$ cat config.mk
export PLATFORM = sky130hd
export DESIGN_NAME = uart_receiver_ovs
export DESIGN_NICKNAME = d
export VERILOG_FILES = /design/src/rtl/uart_receiver_ovs.sv
export SDC_FILE = /design/constraint.sdc
export NUM_CORES = 1
export LEC_CHECK = 0
export BUFFER_PORTS_ARGS = -buffer_cell sky130_fd_sc_hd__buf_2
export CORE_MARGIN = 8
export CORE_UTILIZATION = 41
export CTS_BUF_LIST = sky130_fd_sc_hd__clkbuf_16
export DETAILED_ROUTE_END_ITERATION = 16
export PLACE_DENSITY = 0.65
export SYNTH_ARGS = -nofsm -noshare
export SYNTH_HDL_FRONTEND = slang
export SYNTH_SLANG_ARGS = --single-unit
export TNS_END_PERCENT = 30
$ cat constraint.sdc
create_clock -name clk -period 3.6 [get_ports clk]
set_input_delay 0.18 -clock clk [delete_from_list [all_inputs] [get_ports clk]]
set_output_delay 0.18 -clock clk [all_outputs]
set_load 0.02 [all_outputs]
$ cat src/rtl/uart_receiver_ovs.sv
// rtl/uart_receiver_ovs.sv - oversampling UART receive engine with break and char timeout
// Frames are timed in enable ticks; one status-tagged word is pushed per character or break.
module uart_receiver_ovs #(
  parameter int OVS      = 16,
  parameter int MAJORITY = 1,
  parameter int CT_W     = 10
) (
  input  logic            clk,
  input  logic            wb_rst_i,
  input  logic            enable,
  input  logic [7:0]      lcr,
  input  logic            srx_pad_i,
  input  logic            rx_reset,
  input  logic            lsr_mask,
  input  logic            fifo_full,
  input  logic            rf_pop,
  input  logic            rf_empty,
  output logic            rf_push,
  output logic [10:0]     rf_data_in,
  output logic            overrun,
  output logic            break_det,
  output logic [CT_W-1:0] counter_t,
  output logic [2:0]      rstate
);

  localparam int RC_W = $clog2(OVS);
  localparam logic [RC_W-1:0] LAST_TICK = RC_W'(OVS - 1);
  localparam logic [RC_W-1:0] SAMP_TICK = RC_W'((MAJORITY != 0) ? (OVS / 2 + 1) : (OVS / 2));
  localparam logic [RC_W-1:0] MAJ_T0    = RC_W'(OVS / 2 - 1);
  localparam logic [RC_W-1:0] MAJ_T1    = RC_W'(OVS / 2);
  localparam logic [CT_W-1:0] TOC_RST   = CT_W'(4 * 10 * OVS - 1);
  localparam logic [CT_W-1:0] BRC_RST   = CT_W'(10 * OVS - 1);

  typedef enum logic [2:0] {
    S_IDLE   = 3'd0,
    S_START  = 3'd1,
    S_DATA   = 3'd2,
    S_PARITY = 3'd3,
    S_STOP   = 3'd4,
    S_PUSH   = 3'd5
  } state_t;

  state_t           r_state;
  state_t           w_next;
  logic             r_rx_meta;
  logic             r_rx_s;
  logic             r_line_ok;
  logic [RC_W-1:0]  r_rcnt;
  logic [2:0]       r_bitidx;
  logic [7:0]       r_data;
  logic             r_brk;
  logic             r_perr;
  logic             r_ferr;
  logic             r_s1;
  logic             r_s2;
  logic [CT_W-1:0]  r_counter_b;
  logic [CT_W-1:0]  r_counter_t;
  logic             r_overrun;
  logic             r_break_det;

  logic [3:0]       w_char_bits;
  logic [CT_W-1:0]  w_toc;
  logic [CT_W-1:0]  w_brc;
  logic [2:0]       w_last_idx;
  logic             w_maj;
  logic             w_bit;
  logic             w_samp;
  logic             w_last;
  logic             w_brk_hit;
  logic             w_par_odd;
  logic             w_perr;
  logic             w_lcr_unused;

  assign w_lcr_unused = ^lcr[7:6];

  // Frame length in bit periods: start + data + optional parity + stop bits.
  assign w_char_bits = 4'd1 + ({2'b00, lcr[1:0]} + 4'd5) + {3'b000, lcr[3]} + (lcr[2] ? 4'd2 : 4'd1);
  assign w_toc       = CT_W'(32'(w_char_bits) * 32'(4 * OVS) - 32'd1);
  assign w_brc       = w_toc >> 2;
  assign w_last_idx  = {1'b0, lcr[1:0]} + 3'd4;

  assign w_maj  = (r_s1 & r_s2) | (r_s1 & r_rx_s) | (r_s2 & r_rx_s);
  assign w_bit  = (MAJORITY != 0) ? w_maj : r_rx_s;
  assign w_samp = (r_rcnt == SAMP_TICK);
  assign w_last = (r_rcnt == LAST_TICK);

  assign w_par_odd = ^{r_data, w_bit};
  assign w_perr    = lcr[5] ? (w_bit != ~lcr[4]) : (lcr[4] ? w_par_odd : ~w_par_odd);

  // Fires for exactly one clk: break_det rises on the following edge and masks it.
  assign w_brk_hit = ~r_rx_s & ~r_break_det & (r_counter_b == '0);

  always_ff @(posedge clk or posedge wb_rst_i) begin
    if (wb_rst_i) begin
      r_rx_meta <= 1'b1;
      r_rx_s    <= 1'b1;
    end else begin
      r_rx_meta <= srx_pad_i;
      r_rx_s    <= r_rx_meta;
    end
  end

  always_ff @(posedge clk or posedge wb_rst_i) begin
    if (wb_rst_i) begin
      r_line_ok <= 1'b1;
    end else if (rx_reset || w_brk_hit) begin
      r_line_ok <= 1'b0;
    end else if (r_rx_s) begin
      r_line_ok <= 1'b1;
    end
  end

  always_ff @(posedge clk or posedge wb_rst_i) begin
    if (wb_rst_i) begin
      r_counter_b <= BRC_RST;
      r_break_det <= 1'b0;
    end else begin
      if (r_rx_s) begin
        r_counter_b <= w_brc;
      end else if (enable && (r_counter_b != '0)) begin
        r_counter_b <= r_counter_b - 1'b1;
      end
      if (r_rx_s) begin
        r_break_det <= 1'b0;
      end else if (w_brk_hit) begin
        r_break_det <= 1'b1;
      end
    end
  end

  always_ff @(posedge clk or posedge wb_rst_i) begin
    if (wb_rst_i) begin
      r_counter_t <= TOC_RST;
    end else if (rf_push || rf_pop || rf_empty) begin
      r_counter_t <= w_toc;
    end else if (enable && (r_counter_t != '0)) begin
      r_counter_t <= r_counter_t - 1'b1;
    end
  end

  always_ff @(posedge clk or posedge wb_rst_i) begin
    if (wb_rst_i) begin
      r_overrun <= 1'b0;
    end else if (rf_push && fifo_full) begin
      r_overrun <= 1'b1;
    end else if (lsr_mask) begin
      r_overrun <= 1'b0;
    end
  end

  always_ff @(posedge clk or posedge wb_rst_i) begin
    if (wb_rst_i) begin
      r_rcnt   <= '0;
      r_bitidx <= '0;
      r_data   <= '0;
      r_brk    <= 1'b0;
      r_perr   <= 1'b0;
      r_ferr   <= 1'b0;
      r_s1     <= 1'b1;
      r_s2     <= 1'b1;
    end else if (w_brk_hit && !rx_reset) begin
      r_data <= '0;
      r_brk  <= 1'b1;
      r_perr <= 1'b0;
      r_ferr <= 1'b0;
    end else if (enable) begin
      if (r_state == S_IDLE) begin
        // The tick that detects the start edge counts as tick 0 of the start bit.
        r_rcnt   <= RC_W'(1);
        r_bitidx <= '0;
        r_data   <= '0;
        r_brk    <= 1'b0;
        r_perr   <= 1'b0;
        r_ferr   <= 1'b0;
      end else if (r_state != S_PUSH) begin
        r_rcnt <= w_last ? '0 : r_rcnt + 1'b1;
        if (r_rcnt == MAJ_T0) r_s1 <= r_rx_s;
        if (r_rcnt == MAJ_T1) r_s2 <= r_rx_s;
        if (w_samp) begin
          case (r_state)
            S_DATA:   r_data[r_bitidx] <= w_bit;
            S_PARITY: r_perr <= w_perr;
            S_STOP:   r_ferr <= ~w_bit;
            default:  ;
          endcase
        end
        if ((r_state == S_DATA) && w_last) r_bitidx <= r_bitidx + 1'b1;
      end
    end
  end

  always_ff @(posedge clk or posedge wb_rst_i) begin
    if (wb_rst_i) begin
      r_state <= S_IDLE;
    end else begin
      r_state <= w_next;
    end
  end

  always_comb begin
    w_next = r_state;
    if (rx_reset) begin
      w_next = S_IDLE;
    end else if (w_brk_hit) begin
      w_next = S_PUSH;
    end else begin
      case (r_state)
        S_IDLE:   if (enable && !r_rx_s && r_line_ok) w_next = S_START;
        S_START: begin
          if (enable && w_samp && w_bit) w_next = S_IDLE;
          else if (enable && w_last)     w_next = S_DATA;
        end
        // >= rather than == so a mid-frame lcr change cannot strand the FSM in DATA.
        S_DATA:   if (enable && w_last && (r_bitidx >= w_last_idx)) w_next = lcr[3] ? S_PARITY : S_STOP;
        S_PARITY: if (enable && w_last) w_next = S_STOP;
        S_STOP:   if (enable && w_samp) w_next = S_PUSH;
        S_PUSH:   w_next = S_IDLE;
        default:  w_next = S_IDLE;
      endcase
    end
  end

  always_comb begin
    rf_push    = 1'b0;
    rf_data_in = '0;
    if (r_state == S_PUSH) begin
      rf_push    = 1'b1;
      rf_data_in = {r_data, r_brk, r_perr, r_ferr};
    end
  end

  assign rstate    = r_state;
  assign overrun   = r_overrun;
  assign break_det = r_break_det;
  assign counter_t = r_counter_t;

endmodule
* Word-level counts from Yosys, hierarchy flattened
Index checks and enable logic that the tools add are counted.
Operators by class: $add $sub $neg 10, magnitude comparators 3, eq/ne operators 16, muxes and demuxes 55, bitwise logic cells 14, reduce and logical (&&, ||, !) cells 45
Operators by type and width (number):
- 2-to-1 mux 8 bit | 6
- 2-to-1 mux 10 bit | 4
- 2-to-1 mux 3 bit | 12
- subtractor 10 x 1 -> 10 bit, second input constant | 3
- 2-to-1 mux 1 bit | 25
- nonzero test 10 bit | 2
- nonzero test 2 bit | 9
- AND reduction 4 bit | 4
- one-hot mux 3 bit (5 select lines) | 1
- AND reduction 5 bit | 3
- nonzero test 3 bit | 5
- == test 4 bit, second input constant | 3
- logical AND 1 bit | 12
- 2-to-1 mux 4 bit | 3
- 2-to-1 mux 11 bit | 1
- logical NOT 10 bit | 1
- parity 9 bit | 1
- bitwise mux 8 bit | 1
- != test 4 x 3 -> 1 bit, second input constant | 2
- != test 4 bit, second input constant | 2
- inverter 1 bit | 7
- == test 3 x 2 -> 1 bit, second input constant | 2
- == test 3 bit, second input constant | 2
- AND 1 bit | 5
- other kinds (23) | 27
Storage, ports and cells: register bits 48, output and inout bits 27, word-level logic and storage cells 159

* Depth between registers and ports, before layout
Gate-level depths: netlist of the first run.
word-level depth 13, gate-level depth with buffers 10, mapped depth without buffers 10

* Worst setup path after synthesis of the first run
OpenSTA, ideal clock, no wires.
path type flip-flop to flip-flop, from register r_counter_b[0], to register r_data[2], arrival time 2.284 ns, required time 3.475 ns, setup slack 1.191 ns, stages on the path, launching flop included 10, period minus slack after synthesis 2.409 ns, cell sequence dfstp_2 inv_1 ha_1 or4b_1 or4_4 buf_6 o21a_4 nor4b_4 mux2i_1 nor2_2
Between the ends: cells in the longest elaborated chain, start to end 5, elaborated cells between the ends (all ways) 9, those cells by class mux: 1; bitwise: 1; reduce/logical: 7
RTL lines:
- start: declaration | RTL line 56 | logic [CT_W-1:0] r_counter_b;
- start signal: assignment | RTL line 119 | r_counter_b <= w_brc;
- start signal: assignment | RTL line 121 | r_counter_b <= r_counter_b - 1'b1;
- logical NOT 10 bit * | RTL line 91 | assign w_brk_hit = ~r_rx_s & ~r_break_det & (r_counter_b == '0);
- AND 1 bit * | RTL line 91
- logical AND 1 bit * | RTL line 161 | end else if (w_brk_hit && !rx_reset) begin
- nonzero test 3 bit (no source line) / nonzero test 2 bit (equally long branches)
- AND reduction 4 bit (no source line)
- end signal: indexed assignment | RTL line 181 | S_DATA: r_data[r_bitidx] <= w_bit;
- end: declaration | RTL line 50 | logic [7:0] r_data;
Every way passes the cells marked *; elsewhere a longest branch is shown, timed or not. A chain may end at the register's enable or synchronous reset.

* Final worst setup path of the first run
from register r_counter_b[0], to register r_s2
Between the ends: cells in the longest elaborated chain, start to end 5
RTL lines:
- logical NOT 10 bit | RTL line 91
- AND 1 bit | RTL line 91
- logical AND 1 bit | RTL line 161
- inverter 1 bit (no source line)
- AND reduction 5 bit (no source line)
- end signal: assignment | RTL line 178 | if (r_rcnt == MAJ_T1) r_s2 <= r_rx_s;
- end: declaration | RTL line 55 | logic r_s2;
No other way between the ends.

==> results of run 1 <==
[Yosys cell counts (4+ instances only)]
cell and count:
nor3_1 14, dfrtp_1 29, nor4_1 4, nand2_1 26
xnor2_1 18, nor2_1 32, clkbuf_1 11, or3_1 7
inv_1 19, mux2i_1 12, xor2_1 5, dfstp_2 19
a21oi_1 14, and2_1 12, nand4b_1 4, nand3b_1 4
nand2b_1 6, nand3_1 9, o21ai_0 18, ha_1 13
buf_2 4
[power by group through the flow]
stage               combinational, mW  sequential [mW]  clock [mW]
global route                    0.551            0.720       0.484
global placement                0.468            0.712           0
finish                          0.480            0.707       0.450
CTS                             0.483            0.706       0.465
floorplan                       0.355            0.699           0
detailed placement              0.480            0.716           0
[final cells by class]
| type | count | area, um^2 |
|---|---|---|
| Clock buffer | 5 | 125 |
| Fill cell | 689 | 3720 |
| Inverter | 19 | 71.3 |
| Multi-Input combinational cell | 244 | 1640 |
| Clock inverter | 3 | 15.0 |
| Timing Repair Buffer | 47 | 253 |
| Sequential cell | 48 | 1220 |
| Tap cell | 99 | 124 |
[cell families after synthesis]
logic type | after synthesis | share of synthesized area
mux | 14 | 0.0474
fa+ha+maj | 15 | 0.0641
compound gates | 53 | 0.110
xor+xnor | 23 | 0.0670
flops | 48 | 0.407
simple gates | 139 | 0.256
buf+inv | 35 | 0.0479
[registers in the layout (all words and copies together) (netlist names)]
name,flops
counter_t,10
r_counter_b,10
r_data,8
r_rcnt,4
r_bitidx,3
rstate,3
break_det,1
overrun,1
r_brk,1
r_ferr,1
r_line_ok,1
r_perr,1
r_rx_meta,1
r_rx_s,1
r_s1,1
r_s2,1
[critical path, cell delays in order, from the launching register on]
cell and delay (ns):
dfstp_2 0.37, inv_1 0.11, ha_1 0.17, or4b_1 0.50, nor4_1 0.32, buf_4 0.19, or3_1 0.23, nor2_1 0.13
nand4b_1 0.14, mux2_2 0.34
[worst paths after layout]
check	slack [ns]	start	endpoint	cells past startpoint
worst max-delay path	1.03	r_counter_b[0]	r_s2	9
worst min-delay path	0.07	lsr_mask	overrun	2
worst max register to register	1.03	r_counter_b[0]	r_s2	9
worst min register to register	0.36	r_rx_meta	r_rx_s	0
max in group asynchronous	2.85	wb_rst_i	r_rcnt[2]	2
min in group asynchronous	0.13	wb_rst_i	r_data[7]	2
[metal layers]
layer,GRT usage,share of wire,up-vias
met5,0,0,-
met4,0.0309,0.0087,0
met3,0.0364,0.076,5
met2,0.205,0.44,53
met1,0.183,0.48,1135
li1,-,-,1227
[placed cells by master (no fill, tap or decap), types with 6 or more instances in the layout]
cell type,Yosys,final
and2_1,12,12
inv_1,19,19
nand2b_1,6,6
or3_1,7,7
ha_1,13,13
o21ai_0,18,18
a21oi_1,14,14
nor3_1,14,14
mux2i_1,12,12
nor2_1,32,32
nand3_1,9,9
dfrtp_1,29,29
buf_2,4,41
dfstp_2,19,19
nand2_1,26,26
xnor2_1,18,18
[per-stage QoR]
| stage | instances | instance area, um^2 | total power [mW] |
|---|---|---|---|
| after floorplan | 327 | 3010 | 1.05 |
| after global placement | 456 | 3300 | 1.18 |
| after detailed placement | 456 | 3300 | 1.20 |
| after CTS | 465 | 3450 | 1.66 |
| after global routing | 465 | 3450 | 1.76 |
| final | 465 | 3450 | 1.64 |
[repair_timing]
item / in CTS / in global routing
hold buffers: 1 / 0
endpoints found under the hold margin: 1 / 0
setup buffers: 0 / 0
gates resized for setup: 0 / 0
==> impl_results.md, run 1 <==
* Number of enable flip-flop cells after synthesis at 0
* Tmin final at 2.57 ns
* Fin. max-slew vios at 0
* Final TNS setup at 0 ns
* Count of final setup violators at 0
* Vias in the first global route at approximately 2,300
* Dpl hpwl at 4.86 mm
* Worst-case clock buffer depth at 2
* Core box area at 7180 um^2
* Post-synth ARST share at 1.00
* Logic pwr share at 0.293
* Syn Inst Count at 327
* Synth area leaders: dfrtp_1 (24%), dfstp_2 (17%), ha_1 (5.4%)
* FP Rows at 31
* Hold Vio Cnt, Final at 0
* Clock latency on the worst-skew pair at 0.29 ns
* GP Congestion at 0.830
* Post-synthesis sequential element count at 48
* Global-route wire length before repair at 11.1 mm
* DP Worst Slack at 1.07 ns
* CTS sink cnt at 48
* DRC Markers at 0
* Switching power at 0.576 mW
* Nets at between 300 and 400
* Port Buffer Count at 41
* Worst hold slack at between 0.07 and 0.08 ns
* Global Route Usage Sum at 0.134
* Worst endpoint required time at 3.81 ns
* YS warnings at 0
* Initial antenna violation count at 0
* Largest net degree at the start of global routing at 49
* Run status: completed
* Switching Share at 0.352
* F_max at 389 MHz
* Pint at between 1 and 1.5 mW
* Die area at 10,300 um^2
* Avg WL per Cell at 14.1 um
* Cell taking the most area after synthesis: dfrtp_1
* Clock-pin slew on the worst setup and hold paths at around 0.06 ns
* Number of diodes at 0
* CTS buffer count at 5
* Period utilization at 0.714
* Syn Area/Cell at about 9 um^2
* Max_slew headroom at 0.307
* Slew at the pin with the worst max-slew slack at 1.01 ns
* Crit-path max FO at 6
* ANT nets after route at 0
* Clock Power Share at 0.275
* Pleak at roughly 1.5 nW
* Die X at 102 um
* Cell variety after synth at between 50 and 60
* First DRT Iteration DRCs at 121
* Critical path class: reg2reg
* Die H at 102 um
* Worst Slack Setup Final at 1.03 ns
* Critical Path End Type: flop
* Initial Utilization at 0.419
* Most used DFF post-synth: dfrtp_1
* Ports at 44
* Root Buffer: clkbuf_16
* Detailed Route WL at roughly 6.6 mm
* CTS tree: yes
* DRT Pass-1 Iters at 4
* Hold WC Path Type: in2reg
* Yosys top cell area share at 0.241
* H-tree level count at 2
* RSZ-0062 raised after global routing: false
* Area Overhead vs Synth at 14.8%
* Max-cap violations at 0
* Fin util at 0.481
* Cell area after synthesis at 3010 um^2
* Power density cells at 474 nW/um^2
* Skew final at 0.00455 ns
* Worst Path Arrival at 2.78 ns
* Post-synth net total at 358
* Sequential area share after synthesis at 0.407
* Via count at 2,420
* Seq pwr share at 0.432
* VDD IR max at about 0.21 mV
* Vias/cell at 5.20
* Layout cell share with drive strength beyond 1 at 0.224
* Gr ovfl total at 0
* Nature of the critical path startpoint: flop
No activity file was read; power rests on OpenSTA's default activity.
==> run 2, diff against run 1 <==
Settings changed: PLACE_DENSITY 0.65 to 0.67.
Clock period 3.6 ns to 2.2 ns, I/O delays scaled along.
==> run 2 against run 1 <==
Against the previous run:
- the flow now finishes with violations (setup timing)
- die area stayed put
- critical endpoint is now r_data[2]
- sequential cell count stayed put
- fmax increased by 12%
- first-iteration DRC count is 33% lower
- cell area up 12%
- register-to-register slack worse by 1.1 ns
- non-clock buffer count up 30
- hold slack worse by 0.070 ns
==> impl_results.md, run 2 (synthesis gave the netlist of run 1 again) <==
* Layout cell share with drive strength beyond 1 at 0.323
* Detailed Route WL at about 7 mm
* Die area at 10,300 um^2
* Placed cells at 483
* Critical path's slowest cell: or4b_4
* Worst-case clock buffer depth at 2
* Run status: finished with violations
* Final TNS setup at -0.235 ns
* Global-route wire length before repair at about 12 mm
* Vias in the first global route at 2,643
* Switching power at 1.02 mW
* Switching Share at 0.332
* Fin util at 0.537
* Worst Min Path Start: lsr_mask
* Critical Path End Type: flop
* Clock Power Share at 0.308
* Commonest non-fill, non-tap cell in the layout: buf_2
* Gr ovfl total at 0
* Skew final at around 0.0076 ns
* FF-to-FF path depth at 8
* Period utilization at 1.05
* Fin cells at 495
* RSZ-0062 raised after global routing: true
* VDD IR max at 0.433 mV
* Tmin final at 2.30 ns
* Die X at between 100 and 150 um
* Seq pwr share at 0.354
* Port Buffer Count at between 40 and 50
* Fin. max-slew vios at 0
* Worst endpoint required time at 2.38 ns
* Root Buffer: clkbuf_16
* Hold-critical path depth at 2
* Clock-pin slew on the worst setup and hold paths at roughly 0.070 ns
* Placed inst area at 3520 um^2
* Critical path class: reg2reg
* Worst Slack Setup Final at -0.103 ns
* H-tree level count at 2
* RR Endpoint: r_data[2]
* CP max stage delay at 0.48 ns
* CTS tree: yes
* Violated checks: setup timing
* Global Route Usage Sum at 0.147
* CTS buffer count at 5
* Nature of the critical path startpoint: flop
* DRT Pass-1 Iters at 4
* ANT nets after route at 0
* Worst r2r src: r_counter_b[0]
* Max-cap violations at 0
* Initial antenna violation count at 0
* Metal-1 WL at 3.35 mm
* Nets at around 430
* Pleak at 1.72 nW
* Ports at 44
* Crit-path max FO at 4
* CTS sink cnt at 48
* Power density cells at 802 nW/um^2
* Area Overhead vs Synth at 28.2%
* Vias/cell at 5.15
* Logic pwr share at 0.339
* Count of final setup violators at 9
* Avg WL per Cell at 14.3 um
* Core box area at a little over 7000 um^2
* Final instance area at 3850 um^2
* Max_slew headroom at 0.627
* Most frequent cells in the layout: buf_2 (41), nor2_1 (31), buf_4 (31), dfrtp_1 (29), nand2_1 (26)
* Clock latency on the worst-skew pair at 0.29 ns
* Pint at just over 2 mW
* WHS Endpoint: overrun
* DRC Markers at 0
* Hold Vio Cnt, Final at 0
* DP Worst Slack at -0.159 ns
* Wire length on met3 at approximately 420 um
* Largest net degree at the start of global routing at 26
* Hold WC Path Type: in2reg
* Dpl hpwl at 5.36 mm
* First DRT Iteration DRCs at 81
* R2r setup slk at -0.10 ns
* Top layer in use: met4
* FP Rows at 31
* Slew at the pin with the worst max-slew slack at 0.558 ns
* Via count at 2,550
* Worst Path Arrival at 2.49 ns
* Initial Utilization at 0.419
* Crit-path cells: inv_2 > ha_4 > or4b_4 > or4_4 > o21a_4 > nor4b_4 > mux2i_1 > nor2_2
* GP Congestion at around 0.86
* Die H at a little over 100 um
* Number of diodes at 0
* F_max at about 430 MHz
* Met2 wire len at 3.24 mm
## run 2: cell types whose count changed in the layout (fill, tap and decap cells not counted), sizes merged
cell	delta
buf	+29
clkinvlp	-1
bufinv	+1
clkinv	-1
dlygate4sd3	+1
clkbuf	+1
## run 2: worst max-delay path, delay by kind of cell (launching register included)
kind,cells,cell delay [ns]
flops,1,0.37
compound gates,1,0.17
fa+ha+maj,1,0.12
buf+inv,1,0.07
mux,1,0.26
simple gates,4,1.20
## run 2: power by group through the flow
stage	Clock (mW)	Sequential [mW]	Combinational [mW]
3_3_place_gp	0	1.10	0.964
2_1_floorplan	0	1.14	0.581
4_1_cts	0.968	1.09	1.01
3_5_place_dp	0	1.10	0.985
5_1_grt	1.01	1.11	1.17
6_report	0.951	1.09	1.05
## run 2: final cells by class
class,count,area (um^2)
clock buffers,6,150
clock inverters,2,38.8
fillers,650,3320
inverters,19,71.3
multi-input cells,244,1740
flip-flops and latches,48,1220
well taps,99,124
repair buffers,77,500
## run 2: what timing repair did
item	CTS	global route
resized for setup	8	15
hold endpoints to repair	17	0
buffers inserted	1	1
pin swaps	1	5
setup endpoints to repair	13	28
hold buffers	2	0
## run 2: how the worst max path moves through the flow
| stage | start | slack, ns | endpoint | cells after the start |
|---|---|---|---|---|
| floorplan | r_counter_b[6] | -0.18 | r_data[2] | 8 |
| global placement | r_counter_b[1] | -0.1 | r_data[2] | 8 |
| detailed placement | r_counter_b[1] | -0.16 | r_data[2] | 8 |
| CTS | r_counter_b[1] | -0.11 | r_data[2] | 8 |
| global route | r_counter_b[0] | -0.21 | r_data[2] | 8 |
| finish | r_counter_b[0] | -0.10 | r_data[2] | 8 |
## run 2: metal layers
layer  GRT usage  vias to the layer above
met4      0.0378                        0
met2       0.240                       53
met5           0                        -
met3      0.0323                        6
li1            -                     1281
met1       0.189                     1210
## run 2: through the flow
| stage | total power, mW | hold slack (ns) |
|---|---|---|
| after global placement | 2.06 | 0.192 |
| final | 3.09 | 0.00152 |
| after CTS | 3.07 | 0.00836 |
| after global routing | 3.29 | 0.0334 |
| after detailed placement | 2.09 | 0.198 |
| after floorplan | 1.73 | 0.114 |
==> run 3, diff against run 2 <==
Settings changed: CTS_BUF_LIST sky130_fd_sc_hd__clkbuf_16 to default, TNS_END_PERCENT 30 to default.
==> run 3 against run 2 <==
Against the previous run:
- count of clock-buffer cells in the layout is the same
- sequential power about the same
- first-iteration DRC count decreased by 6.2%
- core utilization down 2.6 points
- highest routed layer unchanged
- combinational power fell by 7%
- largest cell class unchanged
- the flow still finishes with violations (setup timing)
- power shrank 15%
- non-clock buffer count fell by 2
- via count is 0.63% higher
- critical path type unchanged
==> impl_results.md, run 3 (synthesis gave the netlist of run 1 again) <==
* Avg WL per Cell at about 14 um
* CTS sink cnt at 48
* VDD IR max at 0.444 mV
* Die X at just over 100 um
* Crit-path cells: inv_2 > ha_1 > or4b_4 > or4_4 > o21a_4 > nor4b_4 > mux2i_1 > nor2_2
* RSZ-0062 raised after global routing: true
* First DRT Iteration DRCs at 76
* Count of final setup violators at 7
* Via count at ~2,600
* Die H at 102 um
* H-tree level count at 2
* Initial antenna violation count at 0
* Die area at 10,300 um^2
* Core box area at 7180 um^2
* Layout cell share with drive strength beyond 1 at 0.302
* Top layer in use: met4
* Worst Slack Setup Final at -0.0568 ns
* Nature of the critical path startpoint: flop
* Ports at 44
* Max-cap violations at 0
* Max_slew headroom at 0.649
* Detailed Route WL at 6.87 mm
* Nets at 424
* Initial Utilization at 0.419
* Slew at the pin with the worst max-slew slack at 0.526 ns
* Clock-pin slew on the worst setup and hold paths at 0.10 ns
* Most frequent cells in the layout: buf_2 (41), nor2_1 (32), buf_4 (31), dfrtp_1 (29), nand2_1 (26)
* Gr ovfl total at 0
* CTS buffer count at 5
* Fin util at 0.511
* Run status: finished with violations
* Area Overhead vs Synth at 21.9%
* Sequential Area at 1220 um^2
* Worst endpoint required time at around 2.4 ns
* Period utilization at 1.03
* Vias in the first global route at 2,472
* Hold WC Path Type: in2reg
* Placed cells at 481
* Worst-case clock buffer depth at 2
* Pleak at 1.65 nW
* CP max stage delay at roughly 0.48 ns
* GP Congestion at 0.818
* Root Buffer: clkbuf_8
* DP Worst Slack at -0.134 ns
* Critical Path End Type: flop
* Multi-input gate area at 1680 um^2
* WP buf/inv at 1
* DRC Markers at 0
* Final TNS setup at -0.196 ns
* Metal-1 WL at roughly 3.3 mm
* Delay-heaviest family, CP: simple AND/OR/NAND/NOR gates
* Filler instances at 675
* Wire length on met3 at ~450 um
* DRT Pass-1 Iters at 4
* FP Rows at 31
* Dpl hpwl at roughly 5.2 mm
* Largest net degree at the start of global routing at 42
* Violated checks: setup timing
* Number of diodes at 0
* Commonest non-fill, non-tap cell in the layout: buf_2
* Fin cells at slightly below 500
* Worst Path Arrival at 2.46 ns
* Global-route wire length before repair at 11.7 mm
* CTS tree: yes
* Critical path's slowest cell: or4b_4
* Hold Vio Cnt, Final at 0
* Met2 wire len at between 3 and 4 mm
* Global Route Usage Sum at 0.141
* Critical path class: reg2reg
* F_max at 443 MHz
* Crit-path max FO at 4
* ANT nets after route at 0
* Fin. max-slew vios at 0
* Tmin final at 2.26 ns
* Worst hold slack at 0.0231 ns
* Port Buffer Count at 41
* Skew final at 0.0108 ns
* Vias/cell at 5.20
* Power density cells at 718 nW/um^2
* Clock latency on the worst-skew pair at 0.30 ns
run 3: area by class of cell:
cell class              instances  area share
well taps                      99      0.0338
inverters                      19      0.0195
repair buffers                 75       0.128
multi-input cells             244       0.459
clock buffers                   6      0.0225
clock inverters                 2     0.00375
flip-flops and latches         48       0.334
run 3: power breakdown:
part           switching (mW)  leakage (nW)  total [mW]  internal [mW]
logic                   0.557          1.01       0.979          0.421
registers              0.0865         0.589        1.09           1.01
clock network           0.303        0.0516       0.560          0.257
total                   0.947          1.65        2.63           1.69
run 3: worst paths after layout:
check / cells after the start / slack, ns / endpoint / from
min reg2reg: 0 / 0.36 / r_rx_s / r_rx_meta
max in group asynchronous: 4 / 1.21 / r_s2 / wb_rst_i
max reg2reg: 8 / -0.06 / r_data[2] / r_counter_b[0]
min in group asynchronous: 3 / 0.23 / r_perr / wb_rst_i
max: 8 / -0.06 / r_data[2] / r_counter_b[0]
min: 3 / 0.02 / overrun / fifo_full
run 3: worst reg2reg max path, stage by stage, from the launching register on:
cell and delay, ns:
dfstp_2 0.38, inv_2 0.05, ha_1 0.12, or4b_4 0.48, or4_4 0.46, o21a_4 0.16, nor4b_4 0.23, mux2i_1 0.25
nor2_2 0.04
run 3: per-stage QoR:
step | total power [mW] | area, um^2
global route | 2.83 | 3670
global placement | 2.05 | 3500
floorplan | 1.73 | 3020
detailed placement | 2.07 | 3500
CTS | 2.65 | 3630
finish | 2.63 | 3670
run 3: repair_timing:
item                                    in CTS  in global routing
hold buffers                                 3                  0
resized for setup                            2                  5
endpoints found under the setup margin      10                 22
hold endpoints to repair                     9                  0
setup buffers                                0                  1
pin swaps                                    1                  0
run 3: routing by layer:
metal  up-vias  track usage
li1       1282            -
met1      1212        0.191
met2        66        0.217
met3         6       0.0316
met4         0       0.0389
met5         -            0
